### src/rtl/mem_port_arbiter.sv
// Two-requester (I fetch / D load-store) arbiter for the single memory port of the AXI bridge.
// Runs one downstream transaction at a time and watches each grant with a sticky timeout flag.
module mem_port_arbiter #(
    parameter int unsigned RR_EN          = 0,
    parameter int unsigned TIMEOUT_CYCLES = 1024,
    parameter int unsigned CNT_W          = 16
) (
    input  logic        clk,
    input  logic        reset,

    input  logic [31:0] i_addr,
    input  logic        i_access,
    input  logic        i_write,
    input  logic [1:0]  i_size,
    input  logic [3:0]  i_sel,
    input  logic [31:0] i_st_data,
    output logic        i_ready,
    output logic [31:0] i_data,

    input  logic [31:0] d_addr,
    input  logic        d_access,
    input  logic        d_write,
    input  logic [1:0]  d_size,
    input  logic [3:0]  d_sel,
    input  logic [31:0] d_st_data,
    output logic        d_ready,
    output logic [31:0] d_data,

    output logic [31:0] m_addr,
    output logic        m_access,
    output logic        m_write,
    output logic [1:0]  m_size,
    output logic [3:0]  m_sel,
    output logic [31:0] m_st_data,
    input  logic        m_ready,
    input  logic [31:0] m_data,

    output logic        busy,
    output logic        err_timeout
);

    typedef enum logic [1:0] {
        IDLE  = 2'd0,
        GNT_I = 2'd1,
        GNT_D = 2'd2
    } state_t;

    localparam logic [CNT_W-1:0] WD_LAST =
        CNT_W'((TIMEOUT_CYCLES == 0) ? 0 : TIMEOUT_CYCLES - 1);

    state_t            state_q, state_d;
    logic              last_gnt_q, last_gnt_d;   // 1 = D granted last
    logic [CNT_W-1:0]  wd_cnt_q, wd_cnt_d;
    logic              err_q, err_d;
    logic              m_access_q, m_access_d;
    logic [31:0]       m_addr_q, m_addr_d;
    logic              m_write_q, m_write_d;
    logic [1:0]        m_size_q, m_size_d;
    logic [3:0]        m_sel_q, m_sel_d;
    logic [31:0]       m_st_data_q, m_st_data_d;
    logic              pick_d;

    always_comb begin
        state_d     = state_q;
        last_gnt_d  = last_gnt_q;
        wd_cnt_d    = wd_cnt_q;
        err_d       = err_q;
        m_access_d  = m_access_q;
        m_addr_d    = m_addr_q;
        m_write_d   = m_write_q;
        m_size_d    = m_size_q;
        m_sel_d     = m_sel_q;
        m_st_data_d = m_st_data_q;
        pick_d      = 1'b0;

        case (state_q)
            IDLE: begin
                if (i_access || d_access) begin
                    if (i_access && d_access)
                        pick_d = (RR_EN == 0) ? 1'b1 : !last_gnt_q;
                    else
                        pick_d = d_access;
                    state_d     = pick_d ? GNT_D : GNT_I;
                    m_access_d  = 1'b1;
                    wd_cnt_d    = '0;
                    m_addr_d    = pick_d ? d_addr    : i_addr;
                    m_write_d   = pick_d ? d_write   : i_write;
                    m_size_d    = pick_d ? d_size    : i_size;
                    m_sel_d     = pick_d ? d_sel     : i_sel;
                    m_st_data_d = pick_d ? d_st_data : i_st_data;
                end
            end
            GNT_I, GNT_D: begin
                if (m_ready) begin
                    state_d    = IDLE;
                    m_access_d = 1'b0;
                    last_gnt_d = (state_q == GNT_D);
                end else begin
                    if (wd_cnt_q != '1)
                        wd_cnt_d = wd_cnt_q + CNT_W'(1);
                    // The grant keeps running after a timeout; AXI has no abort.
                    if (TIMEOUT_CYCLES != 0 && wd_cnt_q == WD_LAST)
                        err_d = 1'b1;
                end
            end
            default: begin
                state_d    = IDLE;
                m_access_d = 1'b0;
            end
        endcase
    end

    always_ff @(posedge clk or posedge reset) begin
        if (reset) begin
            state_q     <= IDLE;
            last_gnt_q  <= 1'b0;
            wd_cnt_q    <= '0;
            err_q       <= 1'b0;
            m_access_q  <= 1'b0;
            m_addr_q    <= '0;
            m_write_q   <= 1'b0;
            m_size_q    <= '0;
            m_sel_q     <= '0;
            m_st_data_q <= '0;
        end else begin
            state_q     <= state_d;
            last_gnt_q  <= last_gnt_d;
            wd_cnt_q    <= wd_cnt_d;
            err_q       <= err_d;
            m_access_q  <= m_access_d;
            m_addr_q    <= m_addr_d;
            m_write_q   <= m_write_d;
            m_size_q    <= m_size_d;
            m_sel_q     <= m_sel_d;
            m_st_data_q <= m_st_data_d;
        end
    end

    assign m_access    = m_access_q;
    assign busy        = m_access_q;
    assign m_addr      = m_addr_q;
    assign m_write     = m_write_q;
    assign m_size      = m_size_q;
    assign m_sel       = m_sel_q;
    assign m_st_data   = m_st_data_q;
    assign err_timeout = err_q;

    assign i_ready = m_ready && (state_q == GNT_I);
    assign d_ready = m_ready && (state_q == GNT_D);
    assign i_data  = m_data;
    assign d_data  = m_data;

endmodule

### config.mk
export PLATFORM = sky130hd
export DESIGN_NAME = mem_port_arbiter
export DESIGN_NICKNAME = d
export VERILOG_FILES = /design/src/rtl/mem_port_arbiter.sv
export SDC_FILE = /design/constraint.sdc
export NUM_CORES = 1
export LEC_CHECK = 0
export ABC_CLOCK_PERIOD_IN_PS = 4550
export BUFFER_PORTS_ARGS = -buffer_cell sky130_fd_sc_hd__buf_2
export CAP_MARGIN = 20
export CORE_AREA = 2 2 125 127
export CTS_BUF_LIST = sky130_fd_sc_hd__clkbuf_4 sky130_fd_sc_hd__clkbuf_8 sky130_fd_sc_hd__clkbuf_16
export DETAILED_ROUTE_END_ITERATION = 7
export DIE_AREA = 0 0 127 129
export GPL_TIMING_DRIVEN = 0
export PLACE_DENSITY = 0.65
export SLEW_MARGIN = 10
export SYNTH_ARGS = -nofsm -noshare
export SYNTH_HDL_FRONTEND = slang
export SYNTH_SLANG_ARGS = --single-unit
export TNS_END_PERCENT = 100
### constraint.sdc
create_clock -name clk -period 4.55 [get_ports clk]
set_clock_uncertainty 0.15 [all_clocks]
set_input_delay 0.2275 -clock clk [delete_from_list [all_inputs] [get_ports clk]]
set_output_delay 0.2275 -clock clk [all_outputs]
set_load 0.01 [all_outputs]
# Yosys cells after proc, flatten, opt, wreduce, memory -nomap -nowiden
# Cells that the tools add are included.
[totals]
regBits = 91
input_bits = 179
output_inout_bits = 140
word_cells = 49
[op_classes]
add_sub_neg = 1
n_eq_ne = 8
n_mux = 19
bitwise = 1
n_reduce_logical = 11
[ops]
columns = ["op", "count"]
rows = [
  ["32-bit two-way mux", 2],
  ["16-bit two-way mux", 3],
  ["16-bit case mux with 2 select lines", 1],
  ["16-bit by 1-bit adder with 16-bit output (second input constant)", 1],
  ["16-bit by 10-bit equality test with 1-bit output (second input constant)", 1],
  ["16-bit inequality test (second input constant)", 1],
  ["2-bit two-way mux", 4],
  ["2-bit inequality test (second input constant)", 4],
  ["1-bit two-way mux", 6],
  ["4-bit two-way mux", 1],
  ["2-bit case mux with 2 select lines", 1],
  ["2-bit AND reduction", 2],
  ["4-bit AND reduction", 1],
  ["1-bit logical AND", 3],
  ["3-bit AND reduction", 1],
  ["2-bit by 1-bit equality test with 1-bit output (second input constant)", 1],
  ["2-bit equality test (second input constant)", 1],
  ["2-bit logical NOT", 1],
  ["1-bit case mux with 2 select lines", 1],
  ["2-bit nonzero test", 1],
  ["2-bit OR reduction", 1],
  ["1-bit logical OR", 1],
  ["1-bit NOT", 1],
]

# Logic depth before layout (Yosys ltp)
# Gate-level depths: netlist of run 1.
[depth]
word_depth = 7
depth_mapped = 10
ltp_nobuf = 7

# Worst setup path before layout of run 1
# Ideal clock, no wire load.
[synth_timing]
path_type = "register -> register"
from = "register state_q[0]"
to = "register wd_cnt_q[14]"
setup_ns = 0.142
arrival_time_ns = 1.867
required_ns = 4.258
path_slack_ns = 2.391
stages_incl_launch_ff = 10
n_path_buf = 3
period_less_slack_ns = 2.159
cell_sequence = "dfrtp_1 inv_1 ha_1 buf_4 nand2_1 or3_4 o41ai_4 buf_6 buf_6 o221ai_1"
[synth_via]
elab_chain_len = 4
elab_cells_between_ends = 10
classes_between = "eq/ne (5); mux (1); reduce/logical (4)"
[synth_rtl]
columns = ["item", "line", "text"]
rows = [
  ["start, declared", "51", "state_t state_q, state_d;"],
  ["start signal, assigned", "126", "state_q <= state_d;"],
  ["2-bit equality test / 2-bit by 1-bit equality test with 1-bit output (equally long branches)", "n/a", ""],
  ["2-bit OR reduction", "n/a", ""],
  ["2-bit inequality test (no source line) / 2-bit nonzero test (equally long branches)", "n/a", ""],
  ["4-bit AND reduction (no source line)", "n/a", ""],
  ["end signal, assigned", "128", "wd_cnt_q <= wd_cnt_d;"],
  ["end, declared", "53", "logic [CNT_W-1:0] wd_cnt_q, wd_cnt_d;"],
]
# Parallel ways exist; a longest one is shown, timed or not.
# A chain may end at the register's enable or synchronous reset.

# Worst setup path after layout of run 1
[layout_timing]
from = "register state_q[0]"
to = "register m_st_data_q[11] (netlist: m_st_data[11])"
[layout_via]
elab_chain_len = 2
[layout_rtl]
columns = ["item", "line", "text"]
rows = [
  ["2-bit logical NOT", "76", "case (state_q)"],
  ["2-bit AND reduction (no source line)", "n/a", ""],
  ["end signal, assigned", "135", "m_st_data_q <= m_st_data_d;"],
  ["end, declared", "60", "logic [31:0] m_st_data_q, m_st_data_d;"],
]
# Every way passes these cells.

==> metrics.cfg, run 1 <==
[power_and_ir_drop]
sequentialPowerShare=0.359
p_comb_frac=0.435
p_leak_uw=0.00381
clkPwrFrac=0.206
internal-power_uw=2220
swShare=0.394
power.density_mw_per_mm2=526
switchingPower_uw=1440
ir_drop_mv=0.202

[drt]
dr.first_iter.drc_count=200
vias_per_cell=4.60
firstDrtPassIters=4
wire_per_inst_um=14.4
drt_wl_total_mm=14.4
vias=4595
drc=0
drtAntennaViolNets=0

[yosys]
syn_avg_cell_area_um2=9.77
syn_area_mm2=0.00496
seq_area_frac_synth=0.459
syn_inst=508
ys.flop_type=dfrtp_1
async_reset_ff_frac=1.00
ys_warn_count=0
syn-num-nets=691
ys_ff_latch=91
synth_cell_types=41
synth_edf_count=0

[placement]
io_buffer_count=285
place_area_mm2=0.00665
dp.cells=982
gp_congestion=0.836
pre_cts_ws_ps=1830
detailed_place_hpwl_mm=11.4

[clocking]
numCtsBuffers=9
cts_sinks=91
cts-resized-gates=0
htreeDepth=3
root_buffer=clkbuf_16
clk_pin_slew_ps=60
cts_tree=built
clkLatencyLatePin_ps=340
max-clock-path-buffers=2

[global_route]
grt-ovfl-total=0
grt_pass1_vias=4309
grt_pass1_wl_mm=22.1
track_usage=0.172
grt_start_max_net_pins=50
antenna_found_initial=0

[timing]
hold_slack_ps=16.6
finalSetupViolations=0
max_freq_mhz=390
drv_slew=0
fin_crit_sh=0.564
tightest_slew_ps=808
layout_setup_ws_ps=1990
min_period_ps=2560
max_slew_margin=0.461
fin_setup_tns_ps=0
rsz0062_at_grt=false
hold_viol_final=0

[critical_path]
crit_arrival_ps=2670
cp-start-kind=flip-flop
cp_slowest_stage_delay_ps=510
worstPathRequired_ps=4650
critPathSlowestCell=clkbuf_1
cp_max_fo=10
cp-end-kind=flip-flop
crit_type=flip-flop to flip-flop
crit_path_frequent_cell=clkbuf_1
path_cells=inv_1 -> ha_1 -> o21ai_1 -> clkbuf_1 -> clkbuf_1 -> nand2_1 -> o21ai_0

[final_layout]
layout.nets=989
antennaDiodeCount=0
final_area_mm2=0.00696
layout-drive-gt1-share=0.478
area_growth_pct=40.3
seqCellArea_mm2=0.00228
fillerInstances=1504
fin_cells=999
multi_input_area_mm2=0.00205

[run]
drv_cap=0

[floorplan]
initial_core_util=0.331
fp.dieH_um=129
rows=45
die_area_mm2=0.0164
ios=319
die_x_um=127
core-area_mm2=0.0150

[worst_hold_path]
hold_class=input port to flip-flop

[status]
status=complete, no violations

## final timing paths
check | slack [ps] | end | startpoint | cells past startpoint
worst min register to register | 320 | m_st_data[7] | m_st_data[7] | 2
min in group asynchronous | 340 | m_addr[22] | reset | 3
max in group asynchronous | 3270 | m_st_data[16] | reset | 4
worst max-delay path | 1990 | m_st_data[11] | state_q[0] | 7
worst min-delay path | 20 | m_addr[8] | i_addr[8] | 3
worst max register to register | 1990 | m_st_data[11] | state_q[0] | 7
## logic make-up (layout without fill, tap and decap cells)
family,Yosys count,count (layout),share of synthesized area
simple gates,140,140,0.131
compound gates,103,103,0.124
buf+inv,97,400,0.128
flops,91,91,0.459
mux,73,73,0.148
fa+ha+maj,4,4,0.0101
## synthesized netlist by cell type (2+ instances only)
cell | number | share of area
buf_6 | 2 | 0.0045
or2_2 | 2 | 0.0025
nand2b_1 | 3 | 0.0038
a21oi_1 | 3 | 0.0030
mux2i_1 | 72 | 0.15
clkbuf_1 | 19 | 0.014
o21ai_0 | 76 | 0.077
o21ai_1 | 2 | 0.0020
a21o_1 | 5 | 0.0076
buf_4 | 66 | 0.10
a22o_1 | 8 | 0.014
nand2_1 | 94 | 0.071
nor2_1 | 9 | 0.0068
or4_1 | 2 | 0.0030
nor3_1 | 6 | 0.0061
o221ai_1 | 2 | 0.0035
inv_1 | 3 | 0.0023
and2_1 | 2 | 0.0025
ha_1 | 4 | 0.010
dfrtp_1 | 91 | 0.46
nand3_1 | 8 | 0.0081
buf_2 | 7 | 0.0071
nand3b_1 | 2 | 0.0030
or4b_1 | 2 | 0.0040
nor4_1 | 2 | 0.0025
## worst max-delay path, delay by kind of cell, from the launching register on
kind	cells	cell delay, ps
buffers and inverters	3	1040
AOI/OAI and AO/OA	2	530
DFF	1	380
adders and majority gates	1	270
and+or+nand+nor	1	90
## cell type report
type	instances	share of cell area
multi-input cells	320	0.294
well taps	188	0.0338
flip-flops and latches	91	0.327
clock buffers	11	0.0354
inverters	3	0.00198
clock inverters	5	0.00755
plain buffers	94	0.0897
repair buffers	287	0.210
## per-stage QoR
| stage | utilization | total power (uW) |
|---|---|---|
| global route | 0.465 | 3950 |
| finish | 0.465 | 3660 |
| global placement | 0.442 | 2930 |
| detailed placement | 0.444 | 2950 |
| floorplan | - | 2240 |
| CTS | 0.465 | 3720 |
## power groups by stage
| stage | Sequential (uW) | Clock, uW | Combinational (uW) |
|---|---|---|---|
| 2_1_floorplan | 1480 | 0 | 756 |
| 3_3_place_gp | 1320 | 0 | 1600 |
| 3_5_place_dp | 1330 | 0 | 1620 |
| 4_1_cts | 1320 | 776 | 1630 |
| 5_1_grt | 1360 | 810 | 1780 |
| 6_report | 1320 | 755 | 1590 |
## sequential cells by signal, summed over array words and instances, names as in the netlist
name / cells
m_addr: 32
state_q: 2
m_size: 2
err_timeout: 1
wd_cnt_q: 16
m_write: 1
m_sel: 4
m_st_data: 32
busy: 1
## cell usage in the layout (no fill, tap or decap), types with 3 or more instances in the layout
master	netlist	layout
nand3_1	8	8
buf_4	66	66
clkbuf_1	19	19
dfrtp_1	91	91
clkbuf_16	0	9
clkinv_2	0	3
a21oi_1	3	3
a22o_1	8	8
nand2_1	94	94
mux2i_1	72	72
a21o_1	5	5
buf_2	7	292
ha_1	4	4
nand2b_1	3	3
o21ai_0	76	76
nor3_1	6	6
nor2_1	9	9
## layer usage
layer / share of wire / vias to the layer above / GRT usage
li1: - / 2285 / -
met1: 0.41 / 2101 / 0.220
met2: 0.51 / 194 / 0.292
met3: 0.069 / 15 / 0.0337
met4: 0.017 / 0 / 0.0640
met5: 0 / - / 0
## repair_timing
item / in CTS / in global routing
buffers inserted: 0 / 0
hold endpoints to repair: 42 / 0
hold buffers: 1 / 0
No activity file was read; power rests on OpenSTA's default activity.
==> run 2: changes to the inputs <==
- ABC_CLOCK_PERIOD_IN_PS: 4550 -> 2300
- CORE_AREA: 2 2 125 127 -> unset
- CORE_ASPECT_RATIO: unset -> 0.5
- CORE_UTILIZATION: unset -> 39
- DIE_AREA: 0 0 127 129 -> unset
- PLACE_DENSITY: 0.65 -> 0.78
- clock period: 4.55 -> 2.3 ns (I/O delays scaled with it)
==> run 2 against run 1 <==
Net effect:
- maximum frequency rose by 14%
- register-to-register slack got worse by 1900 ps
- critical path type unchanged
- utilization rose by 24 points
- wire length rose by 41%
- non-clock buffer count rose by 152
- via count rose by 28%
- cell count rose by 13%
- combinational power rose to 2.6 times the previous value
- worst hold slack got worse by 3.3 ps
- first-iteration DRC count rose by 83%
==> metrics.cfg, run 2 (same netlist as run 1, synthesis figures left out) <==
[final_layout]
final_cell_mix=buf_2, dlygate4sd3_1, nand2_1
final_area_mm2=0.00849  ; +22%
mostFrequentLayoutCell=buf_2
fin_cells=1129  ; +13%
layout-drive-gt1-share=0.423  ; -0.0558
layout.nets=1141  ; +15%
area_growth_pct=71.1

[critical_path]
crit_type=flip-flop to flip-flop
crit_family=simple AND/OR/NAND/NOR gates
worstPathRequired_ps=2390  ; -2260 ps
cp_slowest_stage_delay_ps=390  ; -120 ps
critPathSlowestCell=or3_4
crit_arrival_ps=2350  ; -320 ps
critPathBufInv=3  ; unchanged
cp-start-kind=flip-flop
path_cells=inv_2 -> ha_4 -> nand2_2 -> or3_4 -> o41ai_4 -> buf_6 -> buf_8 -> nand2_1 -> o21ai_0
cp-end-kind=flip-flop
cp_max_fo=5  ; -5

[clocking]
htreeDepth=3  ; unchanged
root_buffer=clkbuf_16
numCtsBuffers=9  ; unchanged
clk_pin_slew_ps=70  ; about the same
cts_sinks=91  ; unchanged
clkLatencyLatePin_ps=340  ; about the same
cts_tree=built
max-clock-path-buffers=2  ; unchanged

[drt]
dr.first_iter.drc_count=366  ; +83%
drc=0  ; unchanged
drt_wl_total_mm=20.4  ; +41%
vias=5873  ; +28%
wire_per_inst_um=18.1  ; +25%
firstDrtPassIters=6  ; +2
vias_per_cell=5.20  ; +13%
drtAntennaViolNets=0  ; unchanged

[global_route]
antenna_found_initial=2  ; +2
grt_start_max_net_pins=39  ; -22%
grt-ovfl-total=0  ; unchanged
grt_pass1_vias=6145  ; +43%
grt_pass1_wl_mm=30.7  ; +39%
track_usage=0.309  ; +0.137

[timing]
fin_crit_sh=0.980  ; +0.416
hold_slack_ps=13.3  ; -3.31 ps
hold_viol_final=0  ; unchanged
finalSetupViolations=0  ; unchanged
layout_setup_ws_ps=46.7  ; -1940 ps
max_freq_mhz=444  ; +14%
drv_slew=0  ; unchanged
max_slew_margin=0.506  ; +0.0450
tightest_slew_ps=740  ; -67.6 ps
min_period_ps=2250  ; -312 ps

[worst_hold_path]
hold_class=input port to flip-flop

[run]
drv_cap=0  ; unchanged

[power_and_ir_drop]
p_leak_uw=0.00446  ; +17%
power.density_mw_per_mm2=956  ; +82%
ir_drop_mv=0.497  ; +150%

[placement]
pre_cts_ws_ps=-212  ; -2050 ps
dp.cells=960  ; -2.2%
place_area_mm2=0.00664  ; -0.23%
io_buffer_count=285  ; unchanged
detailed_place_hpwl_mm=11.3  ; -1.0%
gp_congestion=0.868  ; +3.8%

[floorplan]
initial_core_util=0.411  ; +0.0792
rows=28  ; -38%
ios=319  ; unchanged
fp.dieH_um=81.8  ; -37%
die_x_um=162  ; +27%
core-area_mm2=0.0121  ; -19%
die_area_mm2=0.0132  ; -19%

[status]
status=complete, no violations

[run 2: changes by cell type in the layout (fill, tap and decap cells not counted), sizes merged]
cell,change
dlygate4sd3,+142
clkinv,+3
diode,+1
inv,-1
clkinvlp,+1
clkbuf,-2
bufinv,-1
buf,+10
[run 2: tightest hold or removal path, cell delays in order]
cell and delay [ps]:
buf_2 90, mux2i_1 60, o21ai_0 190
[run 2: path summary, 6_finish.rpt]
kind,slack [ps],end,depth (start not counted),from
max,50,wd_cnt_q[1],9,state_q[0]
min,10,m_addr[19],3,i_addr[19]
max reg2reg,50,wd_cnt_q[1],9,state_q[0]
min reg2reg,330,m_st_data[12],2,m_st_data[12]
max in group asynchronous,950,m_st_data[17],5,reset
min in group asynchronous,250,m_addr[17],3,reset
[run 2: cell type report]
cell class              instances  area [um2]
plain buffers                  93         624
diodes                          1        2.50
well taps                     165         206
fillers                       793        3600
clock buffers                   9         225
repair buffers                440        3020
inverters                       3        15.0
flip-flops and latches         91        2280
clock inverters                 7        45.0
multi-input cells             320        2070
[run 2: metal layers]
metal  routed length, um  part of all wire  vias to the layer above  track usage
met5                   0                 0                        -            0
met3                1620             0.079                      138       0.0939
met2               10600              0.52                      419        0.568
met4                1430             0.070                        0        0.253
li1                    -                 -                     2590            -
met1                6790              0.33                     2726        0.299
[run 2: what timing repair did]
item	in CTS	in global routing
pin swaps	1	0
gates cloned	1	0
hold buffers	143	0
resized for setup	9	5
setup endpoints to repair	78	16
hold endpoints to repair	96	0
buffers inserted	8	1
[run 2: stage by stage]
step,total power [uW],TNS (ps),utilization
final,8110,0,0.702
after global routing,8560,-0.589,0.702
after CTS,7800,0,0.702
after detailed placement,5820,-12030,0.549
after global placement,5690,-5500,0.546
after floorplan,4430,0,-
[run 2: where the power goes]
| group | total, uW | switching (uW) | internal (uW) |
|---|---|---|---|
| Clock | 1360 | 628 | 728 |
| Sequential | 2700 | 424 | 2270 |
| Combinational | 4060 | 2300 | 1760 |
==> run 3: changes to the inputs <==
- GPL_TIMING_DRIVEN: 0 -> unset
- PLACE_DENSITY: 0.78 -> 0.8
==> run 3 against run 2 <==
Net effect:
- sequential power shrank 1%
- register-to-register slack is essentially flat
- global-route usage shrank 6.4 points
- setup slack gained 12 ps
- cell area shrank 11%
- total power shrank 6.6%
- non-clock buffer count shrank 156
- worst hold slack is essentially flat
==> metrics.cfg, run 3 (same netlist as run 1, synthesis figures left out) <==
[drt]
wl_met1_mm=5.67  ; -16%
dr.first_iter.drc_count=309  ; -16%
vias_per_cell=5.04  ; -3.1%
wire_per_inst_um=16.8  ; -6.9%
vias=4904  ; -16%
drc=0  ; unchanged
drtAntennaViolNets=0  ; unchanged
top_layer=met4
drt_wl_total_mm=16.4  ; -20%
firstDrtPassIters=6  ; unchanged
wl_met2_mm=8.88  ; -16%
routed-wl-met3_um=879  ; -46%

[floorplan]
die_area_mm2=0.0132  ; unchanged
die_x_um=162  ; unchanged
fp.dieH_um=81.8  ; unchanged
rows=28  ; unchanged
core-area_mm2=0.0121  ; unchanged
ios=319  ; unchanged
initial_core_util=0.411  ; unchanged

[critical_path]
critPathSlowestCell=or4b_1
worstPathRequired_ps=2430  ; +40 ps
cp_slowest_stage_delay_ps=550  ; +160 ps
cp-start-kind=flip-flop
path_cells=inv_1 -> ha_1 -> buf_4 -> a211oi_4 -> o41ai_4 -> or4b_1 -> nand3_2
rrSetupSlack_ps=60  ; about the same
crit_type=flip-flop to flip-flop
cp_max_fo=6  ; +1
cp-end-kind=flip-flop
crit_arrival_ps=2370  ; +20 ps

[power_and_ir_drop]
internal-power_uw=4660  ; -2.1%
sequentialPowerShare=0.351  ; +0.019
p_comb_frac=0.437  ; -0.064
clkPwrFrac=0.212  ; +0.045
p_leak_uw=0.00385  ; -14%
power.density_mw_per_mm2=1000  ; +4.8%
ir_drop_mv=0.418  ; -16%
switchingPower_uw=2910  ; -13%
power.total_uw=7580  ; -6.6%
swShare=0.385  ; -0.0288

[placement]
io_buffer_count=222  ; -22%
gp_congestion=0.832  ; -4.1%
pre_cts_ws_ps=128  ; +340 ps
dp.cells=813  ; -15%
detailed_place_hpwl_mm=9.00  ; -20%

[worst_hold_path]
hold_class=input port to flip-flop

[clocking]
clkLatencyLatePin_ps=340  ; about the same
root_buffer=clkbuf_16
clk_pin_slew_ps=70  ; about the same
numCtsBuffers=9  ; unchanged
max-clock-path-buffers=2  ; unchanged
cts_sinks=91  ; unchanged
htreeDepth=3  ; unchanged
cts_tree=built

[timing]
hold_viol_final=0  ; unchanged
fin_crit_sh=0.975  ; -0.00513
layout_setup_ws_ps=58.5  ; +11.8 ps
fin_setup_tns_ps=0  ; unchanged
min_period_ps=2240  ; -11.8 ps
max_slew_margin=0.565  ; +0.0584
finalSetupViolations=0  ; unchanged
max_freq_mhz=446  ; +0.53%
drv_slew=0  ; unchanged
tightest_slew_ps=653  ; -87.6 ps

[final_layout]
layout-drive-gt1-share=0.330  ; -0.0930
multi_input_area_mm2=0.00207  ; -0.30%
fillerInstances=864  ; +9.0%
final_util=0.626  ; -0.0764
final_cell_mix=buf_2, dlygate4sd3_1, nand2_1
layout.nets=985  ; -14%
mostFrequentLayoutCell=buf_2
fin_cells=973  ; -14%
seqCellArea_mm2=0.00228  ; unchanged
area_growth_pct=52.4

[global_route]
antenna_found_initial=1  ; -1
track_usage=0.246  ; -0.0636
grt-ovfl-total=0  ; unchanged
grt_start_max_net_pins=92  ; +140%
grt_pass1_vias=5083  ; -17%
grt_pass1_wl_mm=25.0  ; -19%

[run]
drv_cap=0  ; unchanged

[status]
status=complete, no violations

==> run 3: cell count changes in the layout (fill, tap and decap cells not counted), moves of 2 or more <==
| cell | delta |
|---|---|
| buf_2 | -71 |
| buf_4 | -61 |
| bufinv_16 | +2 |
| clkbuf_1 | -16 |
| clkbuf_2 | -3 |
| clkbuf_4 | +2 |
| clkinv_2 | -4 |
| clkinv_4 | -2 |
| inv_6 | +2 |
==> run 3: area by class of cell <==
type                    instances  share of cell area
flip-flops and latches         91               0.301
diodes                          1            0.000331
clock buffers                  11              0.0318
clock inverters                 5              0.0112
multi-input cells             320               0.273
inverters                       3             0.00198
repair buffers                377               0.353
well taps                     165              0.0273
==> run 3: worst max-delay path, delay by kind of cell, from the launching register on <==
kind | cells | cell delay [ps]
flops | 1 | 370
simple gates | 2 | 650
buf+inv | 2 | 240
compound gates | 2 | 450
fa+ha+maj | 1 | 310
==> run 3: through the flow <==
stage | instance area, um2 | hold WS (ps)
final | 7560 | 13.5
after global routing | 7560 | 24.4
after CTS | 7550 | 1.39
after detailed placement | 5800 | 80.1
after global placement | 5800 | 80.1
after floorplan | 4970 | 142
==> run 3: power groups by stage <==
| stage | Clock (uW) | Sequential, uW | Combinational [uW] |
|---|---|---|---|
| after floorplan | 0 | 2930 | 1500 |
| after global placement | 0 | 2610 | 2850 |
| final | 1600 | 2660 | 3310 |
| after CTS | 1620 | 2620 | 3170 |
| after detailed placement | 0 | 2640 | 2950 |
| after global routing | 1690 | 2730 | 3620 |
==> run 3: metal layers <==
metal,GRT usage,vias up
met5,0,-
met4,0.178,0
met3,0.0586,109
met2,0.454,204
met1,0.253,2314
li1,-,2277
==> run 3: what timing repair did <==
| action | in CTS | in global routing |
|---|---|---|
| setup buffers | 0 | 1 |
| hold buffers | 142 | 0 |
| gates resized for setup | 0 | 3 |
| hold endpoints to repair | 163 | 0 |
| setup endpoints to repair | 0 | 4 |
==> run 3: path summary, 6_finish.rpt <==
check / cells after the start / endpoint / startpoint
setup / recovery: 7 / wd_cnt_q[8] / state_q[0]
min in group asynchronous: 4 / m_addr[29] / reset
max in group asynchronous: 4 / m_st_data[10] / reset
setup reg to reg: 7 / wd_cnt_q[8] / state_q[0]
hold reg to reg: 2 / m_sel[1] / m_sel[1]
hold / removal: 3 / m_addr[11] / d_addr[11]
